===== src/rtl/display_pkg.sv =====
// Shared display-path definitions: converter FSM encoding and BCD sizing helpers.
package display_pkg;

    localparam int unsigned DIGIT_W = 4;

    typedef enum logic [1:0] {
        ST_IDLE = 2'd0,
        ST_CONV = 2'd1,
        ST_DONE = 2'd2
    } conv_state_e;

    // Decimal digits needed to hold any bin_w-bit unsigned value (log10(2) ~= 0.301).
    function automatic int unsigned int_digits(input int unsigned bin_w);
        return (bin_w * 301) / 1000 + 1;
    endfunction

endpackage


===== src/rtl/bcd_add3.sv =====
// Double-dabble digit corrector: adds 3 to a BCD digit of 5 or more before the shift.
module bcd_add3
    import display_pkg::*;
(
    input  logic [DIGIT_W-1:0] digit_i,
    output logic [DIGIT_W-1:0] digit_o
);

    assign digit_o = (digit_i >= DIGIT_W'(5)) ? digit_i + DIGIT_W'(3) : digit_i;

endmodule


===== src/rtl/bin_to_bcd_converter.sv =====
// Sequential double-dabble binary-to-BCD converter feeding the seven-segment scanner.
// Optional build macro BCD_SATURATE_EN: on overflow bcd_out shows all nines.
module bin_to_bcd_converter
    import display_pkg::*;
#(
    parameter int unsigned BIN_W      = 16,
    parameter int unsigned OUT_DIGITS = 4
) (
    input  logic                          clk,
    input  logic                          rst,
    input  logic                          start,
    input  logic [BIN_W-1:0]              bin_in,
    output logic                          ready,
    output logic                          done,
    output logic [OUT_DIGITS*DIGIT_W-1:0] bcd_out,
    output logic                          overflow
);

    localparam int unsigned INT_DIGITS = int_digits(BIN_W);
    localparam int unsigned BCD_W      = INT_DIGITS * DIGIT_W;
    localparam int unsigned OUT_W      = OUT_DIGITS * DIGIT_W;
    localparam int unsigned SH_W       = BCD_W + BIN_W;
    localparam int unsigned CNT_W      = $clog2(BIN_W + 1);

    conv_state_e      state_q, state_d;
    logic [SH_W-1:0]  shreg_q, shreg_d;
    logic [CNT_W-1:0] cnt_q, cnt_d;
    logic [OUT_W-1:0] bcd_q, bcd_d;
    logic             overflow_q, overflow_d;
    logic             done_q, done_d;
    logic             ready_q, ready_d;

    logic [BCD_W-1:0] corr_bcd;
    logic [SH_W-1:0]  shifted;
    logic [OUT_W-1:0] low_digits;
    logic [OUT_W-1:0] result;
    logic             ovf_c;
    logic             last_c;

    for (genvar g = 0; g < int'(INT_DIGITS); g++) begin : g_add3
        bcd_add3 u_add3 (
            .digit_i (shreg_q[BIN_W + g*DIGIT_W +: DIGIT_W]),
            .digit_o (corr_bcd[g*DIGIT_W +: DIGIT_W])
        );
    end

    // One iteration: corrected digits plus binary remainder, shifted left by one.
    assign shifted    = SH_W'({corr_bcd, shreg_q[BIN_W-1:0]} << 1);
    assign low_digits = shifted[BIN_W +: OUT_W];
    assign last_c     = (cnt_q == CNT_W'(BIN_W - 1));

    if (INT_DIGITS > OUT_DIGITS) begin : g_ovf
        assign ovf_c = |shifted[SH_W-1:BIN_W+OUT_W];
    end else begin : g_no_ovf
        assign ovf_c = 1'b0;
    end

`ifdef BCD_SATURATE_EN
    assign result = ovf_c ? {OUT_DIGITS{DIGIT_W'(9)}} : low_digits;
`else
    assign result = low_digits;
`endif

    always_ff @(posedge clk or negedge rst) begin
        if (!rst) state_q <= ST_IDLE;
        else      state_q <= state_d;
    end

    always_comb begin
        state_d = state_q;
        case (state_q)
            ST_IDLE: if (start)  state_d = ST_CONV;
            ST_CONV: if (last_c) state_d = ST_DONE;
            ST_DONE: state_d = ST_IDLE;
            default: state_d = ST_IDLE;
        endcase
    end

    // Datapath and registered-output next values.
    always_comb begin
        shreg_d    = shreg_q;
        cnt_d      = cnt_q;
        bcd_d      = bcd_q;
        overflow_d = overflow_q;
        done_d     = 1'b0;
        ready_d    = (state_d == ST_IDLE);
        case (state_q)
            ST_IDLE: begin
                if (start) begin
                    shreg_d = SH_W'(bin_in);
                    cnt_d   = '0;
                end
            end
            ST_CONV: begin
                shreg_d = shifted;
                cnt_d   = cnt_q + CNT_W'(1);
                if (last_c) begin
                    bcd_d      = result;
                    overflow_d = ovf_c;
                    done_d     = 1'b1;
                end
            end
            default: ;
        endcase
    end

    always_ff @(posedge clk or negedge rst) begin
        if (!rst) begin
            shreg_q    <= '0;
            cnt_q      <= '0;
            bcd_q      <= '0;
            overflow_q <= 1'b0;
            done_q     <= 1'b0;
            ready_q    <= 1'b1;
        end else begin
            shreg_q    <= shreg_d;
            cnt_q      <= cnt_d;
            bcd_q      <= bcd_d;
            overflow_q <= overflow_d;
            done_q     <= done_d;
            ready_q    <= ready_d;
        end
    end

    assign ready    = ready_q;
    assign done     = done_q;
    assign bcd_out  = bcd_q;
    assign overflow = overflow_q;

endmodule


===== config.mk =====
export PLATFORM = sky130hd
export DESIGN_NAME = bin_to_bcd_converter
export DESIGN_NICKNAME = d
export VERILOG_FILES = /design/src/rtl/display_pkg.sv /design/src/rtl/bcd_add3.sv /design/src/rtl/bin_to_bcd_converter.sv
export SDC_FILE = /design/constraint.sdc
export NUM_CORES = 1
export LEC_CHECK = 0
export CAP_MARGIN = 20
export CORE_MARGIN = 5
export CORE_UTILIZATION = 35
export DETAILED_ROUTE_END_ITERATION = 10
export GPL_ROUTABILITY_DRIVEN = 1
export HOLD_SLACK_MARGIN = 0.08
export SLEW_MARGIN = 20
export SYNTH_ARGS = -nofsm -noshare
export SYNTH_HDL_FRONTEND = slang
export SYNTH_SLANG_ARGS = --single-unit

===== constraint.sdc =====
create_clock -name clk -period 3.8 [get_ports clk]
set_input_delay 1.14 -clock clk [delete_from_list [all_inputs] [get_ports clk]]
set_output_delay 1.14 -clock clk [all_outputs]
set_load 0.005 [all_outputs]

==> results of run 1 <==
[cells in the mapped netlist (3+ instances only)]
library cell | instances | area (sq um)
sky130_fd_sc_hd__buf_2 | 6 | 30.0
sky130_fd_sc_hd__a22o_1 | 3 | 26.3
sky130_fd_sc_hd__inv_1 | 14 | 52.6
sky130_fd_sc_hd__buf_6 | 4 | 45.0
sky130_fd_sc_hd__a21oi_1 | 14 | 70.1
sky130_fd_sc_hd__mux2_2 | 5 | 56.3
sky130_fd_sc_hd__nor2_1 | 9 | 33.8
sky130_fd_sc_hd__o21ai_1 | 3 | 15.0
sky130_fd_sc_hd__nand2b_1 | 6 | 37.5
sky130_fd_sc_hd__xnor2_1 | 5 | 43.8
sky130_fd_sc_hd__o21ai_0 | 55 | 275
sky130_fd_sc_hd__or3b_2 | 3 | 26.3
sky130_fd_sc_hd__ha_1 | 12 | 150
sky130_fd_sc_hd__nor3b_1 | 4 | 30.0
sky130_fd_sc_hd__nor3_1 | 5 | 25.0
sky130_fd_sc_hd__dfrtp_1 | 61 | 1530
sky130_fd_sc_hd__a22oi_1 | 15 | 113
sky130_fd_sc_hd__clkbuf_1 | 3 | 11.3
sky130_fd_sc_hd__nand2_1 | 54 | 203
sky130_fd_sc_hd__a31oi_1 | 4 | 25.0
[sequential cells by signal, summed over array words and instances, names as in the netlist]
signal / cells
shreg_q: 36
bcd_out: 16
cnt_q: 5
state_q: 2
done: 1
overflow: 1
ready: 1
[area by class of cell]
type                       instances  area share
inverter                          15      0.0162
multi-input combinational        206       0.345
sequential                        62       0.438
tap                              105      0.0371
clock inverter                     3     0.00494
timing repair buffer              41       0.112
clock buffer                      13      0.0476
[where the power goes]
group | total [mW] | switching [mW] | internal (mW)
logic | 0.997 | 0.487 | 0.510
clock network | 0.533 | 0.245 | 0.288
registers | 1.14 | 0.213 | 0.926
[cells by family after synthesis]
group                    Yosys count  share of synthesized area
flip-flops                        62                      0.530
buffers and inverters             30                     0.0533
adder cells (fa/ha/maj)           12                     0.0512
AO/OA/AOI/OAI                     96                      0.188
AND/OR/NAND/NOR                   88                      0.144
XOR/XNOR                           5                     0.0149
multiplexers                       5                     0.0192
[through the flow]
step / total power, mW / util / hold WS, ps / worst slack [ps] / cells
floorplan: 1.81 / - / 449 / 2030 / 298
global placement: 2.12 / 0.411 / 460 / 1190 / 429
detailed placement: 2.16 / 0.411 / 470 / 1150 / 429
CTS: 2.71 / 0.434 / 486 / 1290 / 445
global route: 2.92 / 0.434 / 505 / 1280 / 445
finish: 2.67 / 0.434 / 479 / 1320 / 445
[cell usage in the layout (no fill, tap or decap), types with 9 or more instances in the layout]
master                            Yosys  routed
sky130_fd_sc_hd__nand2_1             54      54
sky130_fd_sc_hd__o21ai_0             55      55
sky130_fd_sc_hd__a22oi_1             15      15
sky130_fd_sc_hd__inv_1               14      14
sky130_fd_sc_hd__nor2_1               9       9
sky130_fd_sc_hd__a21oi_1             14      14
sky130_fd_sc_hd__clkbuf_8             0      12
sky130_fd_sc_hd__clkdlybuf4s50_1      0      36
sky130_fd_sc_hd__dfrtp_1             61      61
sky130_fd_sc_hd__ha_1                12      12
[metal layers]
metal	up-vias	share of wire	global-route usage
li1	1101	-	-
met1	1036	0.49	0.165
met2	34	0.46	0.197
met3	5	0.036	0.0344
met4	0	0.0098	0.0481
met5	-	0	0
[final timing paths]
kind | start | endpoint | slack [ps]
max in group asynchronous | rst | shreg_q[33] | 2190
min | bcd_out[12] | bcd_out[12] | 480
min reg2reg | bcd_out[12] | bcd_out[12] | 480
max | ready | ready | 1320
max reg2reg | state_q[0] | shreg_q[23] | 1640
min in group asynchronous | rst | cnt_q[4] | 900
==> results.txt, run 1 <==
- Counting the buffers created by CTS gives 9.
* Total via count in the routed design: 2176
- Timing would allow up to slightly above 400 MHz.
- Total Negative Setup Slacks: 0 ps
- Buffers placed on the I/O ports in this run total 37.
- Post-synth EDFFs: 0
- Die area: 10300 sq um
- Quantity of gates resized following cts: 0
- Counting flops and latches in the post-synthesis netlist gives 62.
- Initial antenna violation count: 0
- Maximum buffer depth of the clock tree: 2
- Number of cells produced by synthesis: 298
- For the pin with the worst max-slew slack, the measured transition is 921 ps.
- Starting Density: 0.359
- Pin count of the biggest net entering global routing: 38
* I/O pins: 38
- The count of nets left with antenna violations once routing finished came out at 0.
- Final Hold Violating Endpoints: 0
- Area of all sequential standard cells: 1550 sq um
- Routability-driven placement finished with a final weighted congestion of roughly 0.73.
* Depth of the worst hold-timing path: 2
* Total global routing overflow: 0
- The first detailed-routing pass took 4 iterations.
* Warnings from Yosys: 0
* Synthesis-to-layout area growth: 21.0%
* Clock tree from TritonCTS: yes
- For the worst setup path, the data arrival time is 1340 ps.
- Clock sink total: 62
- CTS placed an instance of sky130_fd_sc_hd__clkbuf_8 at the clock tree root.
- The number of nets handed over by synthesis was 329.
- Dividing the final minimum period by the clock period gives 0.652.
- The detailed router finished its first iteration with 76 violations.
* Share of post-route cells with drive strength above 1: 0.103
* Number of nets at the end of the flow: 366
- Type of the worst setup path: reg -> out
- Number of global-route vias before repair: 2226
- Worst reg2reg path depth: 4
- Sequential-to-total area share from yosys stat: 0.530
- Core Region: roughly 8000 sq um
* Cells along the critical path: clkdlybuf4s50_1
- Routed length per placed instance: between 10 and 15 um
- In this run the mean area of a mapped cell was 9.84 sq um.
- In this run the static leakage power is 1.52 nW.
- Count of unique library cells instantiated by Yosys: 33
* DP Area: between 3000 and 4000 sq um
- Source-to-sink clock delay at the later pin of the worst-skew pair: 330 ps
* DP Wirelength: 3890 um
* Detailed-route vias per instance: 4.89
* RSZ-0062 raised after global routing: false
- Highest ir drop seen on vdd: 251 uV
- Together, buffers and inverters on the worst path number 1.
* Highest fanout seen on the critical path: 1
* Worst relative slew slack: 0.386
* Total setup buffers inserted after CTS: 0
- DIE HEIGHT: 102 um
- The first global-routing pass estimated 10300 um of wire.
* Final routed DRC violation total: 0
* Async set-reset flop share out of synthesis: 1.00
- In this run the core area contains 33 standard-cell rows.
- Outcome: completed
- Netlist Area Pre-Place: approximately 2900 sq um
* HP Class: reg -> reg
- From left edge to right edge, the die measures 102 um.
- CP required: 2660 ps
* Cell type group with the largest total delay on the critical path: flip-flops
* Cell area after layout: 3550 sq um
- STA classifies the critical path endpoint as an output port.
- STA classifies the critical path startpoint as a flop.
* Time the worst path needs with I/O delays and setup: around 2500 ps
- Combined area of the multi-input logic cells: 1220 sq um
- In the global route stage, overall resource usage came out at 0.125.
* Most common flop cell mapped by yosys: sky130_fd_sc_hd__dfrtp_1
- On the worst path, the slowest cell contributes a delay of 520 ps.
- Post-CTS Hold Fix Bufs: 0
* Routed Wire Length: between 5000 and 6000 um
- CTS built an H-tree with a depth of 3.
- Power spread over the standard cell area amounts to 753 nW/um^2.
- Fill cell count: approximately 800
- Worst path depth: 1
- # setup viols final: 0
* Max-capacitance violation count: 0
- Number of slew-limit violations in the final report: 0
- Worst-path cell with the longest stage delay: sky130_fd_sc_hd__dfstp_2
* Clock tree skew after final layout: 10.2 ps
- Clock-pin slew was measured on the worst setup and hold paths at ~70 ps.
- 0 antenna diodes ended up in the layout.
Power figures use the tool's default switching activity.
==> run 2: changes to the inputs <==
==> constraint.sdc (replaced) <==
create_clock -name clk -period 2.49 [get_ports clk]
set_input_delay 0.747 -clock clk [delete_from_list [all_inputs] [get_ports clk]]
set_output_delay 0.747 -clock clk [all_outputs]
set_load 0.005 [all_outputs]
==> results.txt, run 2 (same netlist as run 1, synthesis figures left out) <==
* Placer Congestion: 0.799 (was 0.731)
- Total CTS buffers: 9 (unchanged)
* I/O pins: 38 (unchanged)
- The class of the tightest hold or removal check is in -> async (was reg -> reg).
- The peak supply drop was 368 uV (was 251 uV).
- Count of input and output buffers: 37 (unchanged)
* Max-capacitance violation count: 0 (unchanged)
- Clock tree from TritonCTS: yes (unchanged)
- Pin count of the biggest net entering global routing: 63 (was 38)
- Cell Rows: 33 (unchanged)
- The clock network latency to the later pin of the worst-skew pair was 340 ps (was 330 ps).
- Outcome: completed (unchanged).
- The portion of total power attributed to sequential cells came to 0.406 (was 0.427).
- The total of fill cells in the finished design came to 796 (was 809).
* Routed Antenna Nets: 0 (unchanged)
- The wire length after detailed routing came to 5720 um (was 5700 um).
* Final critical-path share of the clock period: 0.836
- Sw Share: 0.347 (was 0.354)
- GRT Overall Usage: 0.127 (was 0.125)
* Power Density: 1170 nW/um^2 (was 753 nW/um^2)
- Register with the most flip-flops: shreg_q (unchanged)
- Global-route wire length before repair: 10400 um (was 10300 um)
- Number of slew-limit violations in the final report: 0 (unchanged)
* Pint: 2.76 mW (was 1.72 mW)
- The sum of buffers and inverters on the critical path came to 1 (unchanged).
* Largest stage delay on the critical path: 520 ps (about the same)
* Clock sink total: 62 (unchanged)
* Time the worst path needs with I/O delays and setup: 2080 ps
- The element type at the critical path start is a flop (unchanged).
- The number of flip-flops under the largest register name is 36 (unchanged).
- The share of total power in the clock network was 0.223 (was 0.200).
- The iteration count of the initial detailed-routing pass was 4 (unchanged).
- Static timing analysis puts the maximum clock frequency at 480 MHz.
* Starting Density: 0.359 (unchanged)
- RSZ-0062 raised after global routing: false (unchanged)
* Total via count in the routed design: 2187 (was 2176)
* Type of the worst setup path: reg -> out (unchanged)
* Critical path endpoint category: output port (unchanged)
- The die boundary width is 102 um (unchanged).
- Maximum buffer depth of the clock tree: 2 (unchanged)
- DP Wirelength: 3830 um (was 3890 um)
- Number of global-route vias before repair: 2220 (was 2226)
* Post-Place Setup Slack: 381 ps (was 1150 ps)
- Worst flop-to-flop path endpoint: bcd_out[3] (was shreg_q[23])
* Worst reg2reg path depth: 8 (was 4)
- The clock tree root buffer cell is sky130_fd_sc_hd__clkbuf_8 (unchanged).
* Slew at the pin closest to its max-slew limit: 368 ps (was 921 ps)
- Number of violations reported at the end of detailed-routing iteration 0: 108 (was 76)
* Initial antenna violation count: 0 (unchanged)
* Core Region: 8180 sq um (unchanged)
- Cells along the critical path: clkdlybuf4s50_1 (unchanged).
- The area used by sequential logic in the layout was 1550 sq um (unchanged).
- The power dissipated by switching net loads is 1.47 mW (was 0.945 mW).
* Reg-to-reg startpoint: cnt_q[0] (was state_q[0])
- Quantity of gates resized following cts: 0 (unchanged)
- The setup TNS is 0 ps (unchanged).
* Routed length per placed instance: 12.8 um (about the same)
* Cell type group with the largest total delay on the critical path: flip-flops (unchanged)
- The flop-to-flop setup slack was 650 ps (was 1640 ps).
- The count of endpoints failing hold in the final timing report was 0 (unchanged).
* Worst relative slew slack: 0.754 (was 0.386)
* Number of nets at the end of the flow: 368 (was 366)
- # setup viols final: 0 (unchanged)
- The combinational fraction of design power came to 0.371 (was 0.373).
* Worst path setup slack after routing: 408 ps (was 1320 ps)
- The required time of the worst setup path came to 1740 ps (was 2660 ps).
* Post-CTS Hold Fix Bufs: 0 (unchanged)
- Clock transition time at the flip-flop clock pins of the worst setup and hold paths: 70 ps (about the same)
- The total setup buffers inserted after CTS is 0 (unchanged).
- Share of post-route cells with drive strength above 1: 0.111 (was 0.103)
* Crit path arrival time: 1330 ps (was 1340 ps)
- The leading cell type in the layout, fill and taps excluded is sky130_fd_sc_hd__dfrtp_1 (unchanged).
- The per-cell via count in the routed design was 4.89 (about the same).
- Highest-count cells in the layout ignoring fill and taps: sky130_fd_sc_hd__dfrtp_1 (61), sky130_fd_sc_hd__o21ai_0 (55), sky130_fd_sc_hd__nand2_1 (54) (unchanged)
- The number of H-tree branching levels was 3 (unchanged).
- Combined area of the multi-input logic cells: 1220 sq um (unchanged)
- Die area: 10300 sq um (unchanged)
- The leakage component of the power was 1.56 nW (was 1.52 nW).
- Highest fanout seen on the critical path: 1 (unchanged)
- The worst clock skew on the final layout was 10.7 ps (was 10.2 ps).
- The slowest stage cell on the critical path was sky130_fd_sc_hd__dfstp_2 (unchanged).
- The die height came to 102 um (unchanged).
- Synthesis-to-layout area growth: 23.4% (was 21.0%)
- # diodes: 0 (unchanged)
* Total global routing overflow: 0 (unchanged)
- Final routed DRC violation total: 0 (unchanged)
[run 2: layout make-up]
cell class,instances,area share
Sequential cell,62,0.429
Multi-Input combinational cell,206,0.338
Timing Repair Buffer,43,0.120
Clock buffer,12,0.0457
Tap cell,105,0.0363
Inverter,15,0.0159
Clock inverter,4,0.0145
[run 2: through the flow]
step                      hold WS, ps  utilization  instance area [sq um]  power [mW]  std cells
final                             398        0.442                   3620        4.23        447
after global placement            460        0.416                   3400        3.26        431
after floorplan                   449            -                   2930        2.76        298
after global routing              429        0.442                   3620        4.61        447
after CTS                         417        0.442                   3620        4.29        447
after detailed placement          469        0.416                   3400        3.33        431
[run 2: worst max path at each step]
stage,from,depth (start not counted),endpoint,slack [ps]
after floorplan,cnt_q[0],7,overflow,940
after global routing,ready,1,ready,340
after detailed placement,start,5,shreg_q[8],380
after CTS,ready,1,ready,380
final,ready,1,ready,410
after global placement,start,5,shreg_q[11],430
[run 2: routing by layer]
metal  vias to the layer above  GRT usage  part of all wire
li1                       1106          -                 -
met1                      1038      0.173              0.49
met5                         -          0                 0
met4                         0     0.0583             0.012
met2                        34      0.190              0.46
met3                         9     0.0310             0.034
[run 2: power by group through the flow]
stage               combinational (mW)  sequential, mW  clock, mW
floorplan                         1.10            1.67          0
global placement                  1.54            1.72          0
detailed placement                1.60            1.73          0
CTS                               1.59            1.72      0.977
global route                      1.80            1.79       1.03
finish                            1.57            1.72      0.945
==> run 3: changes to the inputs <==
==> constraint.sdc (replaced) <==
create_clock -name clk -period 1.8 [get_ports clk]
set_input_delay 0.54 -clock clk [delete_from_list [all_inputs] [get_ports clk]]
set_output_delay 0.54 -clock clk [all_outputs]
set_load 0.005 [all_outputs]
==> results.txt, run 3 (same netlist as run 1, synthesis figures left out) <==
- Fraction of the core area covered by cells at the end of the flow: 0.455 (was 0.442)
- Slew at the pin closest to its max-slew limit: 329 ps (was 368 ps)
- The top-level I/O count was 38 (unchanged).
* Number of flip-flops under the largest register name: 36 (unchanged)
- The critical-path maximum fanout is 2 (was 1).
- DIE HEIGHT: 102 um (unchanged)
- The startpoint of the worst-slack reg-to-reg timing path is cnt_q[0] (unchanged).
* Count of input and output buffers: 37 (unchanged)
- Power Density: 1570 nW/um^2 (was 1170 nW/um^2)
- The count of inserted antenna diode cells is 0 (unchanged).
* Power share of the sequential group: 0.407 (was 0.406)
* Synthesis-to-layout area growth: 27.0% (was 23.4%)
- Switching pwr: 2.08 mW (was 1.47 mW)
- Post-CTS Hold Fix Bufs: 0 (unchanged)
- Clock power frac: 0.207 (was 0.223)
* CP Buf/Inv Count: 1 (unchanged)
- Type of the worst setup path: reg -> out (unchanged)
- The first-iteration detailed-routing DRC count is 75 (was 108).
* Startpoint kind of the worst setup timing path: flop (unchanged)
- The peak supply drop was 510 uV (was 368 uV).
- The per-cell via count in the routed design is 4.89 (about the same).
- The overall power consumption came to 5.85 mW (was 4.23 mW).
- Worst reg2reg path depth: 7 (was 8)
- CP required: 1260 ps (was 1740 ps)
- Clock tree skew after final layout: 9.46 ps (was 10.7 ps)
* Number of slew-limit violations in the final report: 0 (unchanged)
* Buffer type at the clock tree root: sky130_fd_sc_hd__clkbuf_8 (unchanged)
- Outcome: completed (unchanged).
- The clock network latency to the later pin of the worst-skew pair came to 340 ps (about the same).
* Total via count in the routed design: 2231 (was 2187)
- Routed length per placed instance: 12.8 um (about the same)
- Maximum buffer depth of the clock tree: 2 (unchanged)
* Critical path endpoint category: output port (unchanged)
* Final Hold Violating Endpoints: 0 (unchanged)
- The number of H-tree branching levels came to 3 (unchanged).
- Worst-path cell with the longest stage delay: sky130_fd_sc_hd__clkdlybuf4s50_1 (was sky130_fd_sc_hd__dfstp_2)
* Highest-count cells in the layout ignoring fill and taps: sky130_fd_sc_hd__dfrtp_1 (61), sky130_fd_sc_hd__o21ai_0 (55), sky130_fd_sc_hd__nand2_1 (54) (unchanged)
- Final routed DRC violation total: 0 (unchanged)
- Share of post-route cells with drive strength above 1: 0.145 (was 0.111)
- The full die area came to 10300 sq um (unchanged).
* Hold slack: 92.2 ps (was 398 ps)
- The post-DP HPWL was 4120 um (was 3830 um).
* Cell Rows: 33 (unchanged)
- The leakage component of the power was 1.68 nW (was 1.56 nW).
* Pint: 3.76 mW (was 2.76 mW)
* Total global routing overflow: 0 (unchanged)
- The wire length after detailed routing came to 5850 um (was 5720 um).
- The die boundary width was 102 um (unchanged).
- The worst reg2reg path endpoint is overflow (was bcd_out[3]).
- Peak Freq: 574 MHz
- Counting I/O delays and the setup requirement, the final critical path takes 1740 ps.
- Most common library cell in the layout ignoring fill and taps: sky130_fd_sc_hd__dfrtp_1 (unchanged)
- The reported max-cap violation count came to 0 (unchanged).
* Final critical-path share of the clock period: 0.968
* DR pass1 iterations: 4 (unchanged)
- Sw Share: 0.357 (was 0.347)
* Global-route wire length before repair: 10400 um (about the same)
* Clock transition time at the flip-flop clock pins of the worst setup and hold paths: 80 ps (was 70 ps)
- Core Region: 8180 sq um (unchanged)
- The pin count of the biggest net entering global routing is 33 (was 63).
- Number of nets at the end of the flow: 377 (was 368)
- Cells along the critical path: clkdlybuf4s50_1 (unchanged).
- Worst R2R Setup Slack: 130 ps (was 650 ps)
* Cell type group with the largest total delay on the critical path: buffers and inverters (was flip-flops)
- Clock sink total: 62 (unchanged)
- GRT Overall Usage: 0.126 (was 0.127)
- The combinational fraction of design power is 0.386 (was 0.371).
- HP Class: in -> async (unchanged)
- Starting Density: 0.359 (unchanged)
* Clock tree from TritonCTS: yes (unchanged)
* Initial antenna violation count: 0 (unchanged)
- Largest stage delay on the critical path: 510 ps (was 520 ps)
- The clock buffer count from CTS came to 9 (unchanged).
- The via count of the first global-routing pass came to 2241 (was 2220).
- The data arrival time at the worst-slack endpoint came to 1200 ps (was 1330 ps).
- Worst relative slew slack: 0.781 (was 0.754)
* Placer Congestion: 0.773 (was 0.799)
- The register with the most flip-flops is shreg_q (unchanged).
- The final-report setup violation count is 0 (unchanged).
- Routed Antenna Nets: 0 (unchanged)
[run 3: changes by cell type in the layout (fill, tap and decap cells not counted)]
cell / delta
sky130_fd_sc_hd__dlymetal6s2s_1: +6
sky130_fd_sc_hd__clkbuf_8: -3
sky130_fd_sc_hd__a21oi_1: -3
sky130_fd_sc_hd__buf_6: +1
sky130_fd_sc_hd__a21oi_2: +3
sky130_fd_sc_hd__inv_6: -1
sky130_fd_sc_hd__ha_1: -1
sky130_fd_sc_hd__clkinvlp_4: +3
sky130_fd_sc_hd__buf_4: +6
sky130_fd_sc_hd__buf_12: +2
sky130_fd_sc_hd__clkdlybuf4s50_1: -7
sky130_fd_sc_hd__ha_2: +1
sky130_fd_sc_hd__dlygate4sd2_1: +1
sky130_fd_sc_hd__clkinv_4: +1
[run 3: power groups by stage]
stage,sequential (mW),clock (mW),combinational [mW]
after global routing,2.47,1.33,2.59
final,2.38,1.21,2.25
after global placement,2.38,0,2.19
after floorplan,2.31,0,1.52
after detailed placement,2.39,0,2.28
after CTS,2.38,1.25,2.27
[run 3: repair_timing]
item	CTS	global route
setup buffers	0	1
endpoints found under the setup margin	1	14
resized for setup	1	11
gates cloned	0	0
[run 3: cell type report]
cell class / count / area [sq um]
fillers: 806 / 4450
multi-input cells: 206 / 1240
inverters: 15 / 57.6
flip-flops and latches: 62 / 1550
clock buffers: 9 / 124
repair buffers: 52 / 546
clock inverters: 7 / 75.1
well taps: 105 / 131
[run 3: stage by stage]
step | cells | setup slack, ps | area (sq um) | setup TNS (ps)
final | 456 | 57.4 | 3720 | 0
after global routing | 456 | -22.8 | 3720 | -22.8
after CTS | 455 | 9.15 | 3680 | 0
after detailed placement | 439 | -1.60 | 3480 | -1.60
after global placement | 439 | 87.0 | 3480 | 0
after floorplan | 298 | 249 | 2930 | 0
[run 3: routing by layer]
metal,share of wire,wire length (um),vias up,global-route usage
li1,-,-,1121,-
met1,0.47,2740,1066,0.163
met2,0.48,2810,37,0.203
met3,0.040,235,7,0.0393
met4,0.012,69,0,0.0399
met5,0,0,-,0
[run 3: worst register-to-register path: stages (launching register included)]
cell	delay, ps
sky130_fd_sc_hd__dfrtp_1	420
sky130_fd_sc_hd__ha_1	240
sky130_fd_sc_hd__and3_1	190
sky130_fd_sc_hd__ha_1	230
sky130_fd_sc_hd__nand2_4	100
sky130_fd_sc_hd__clkinv_2	70
sky130_fd_sc_hd__and4b_1	200
sky130_fd_sc_hd__a31oi_1	150
[run 3: worst max-delay path by stage]
stage,startpoint,end,slack (ps),cells past startpoint
floorplan,cnt_q[0],overflow,250,7
global placement,start,shreg_q[4],90,6
detailed placement,start,shreg_q[11],-2,6
CTS,bcd_out[7],bcd_out[7],9,1
global route,bcd_out[6],bcd_out[6],-20,1
finish,bcd_out[6],bcd_out[6],60,1
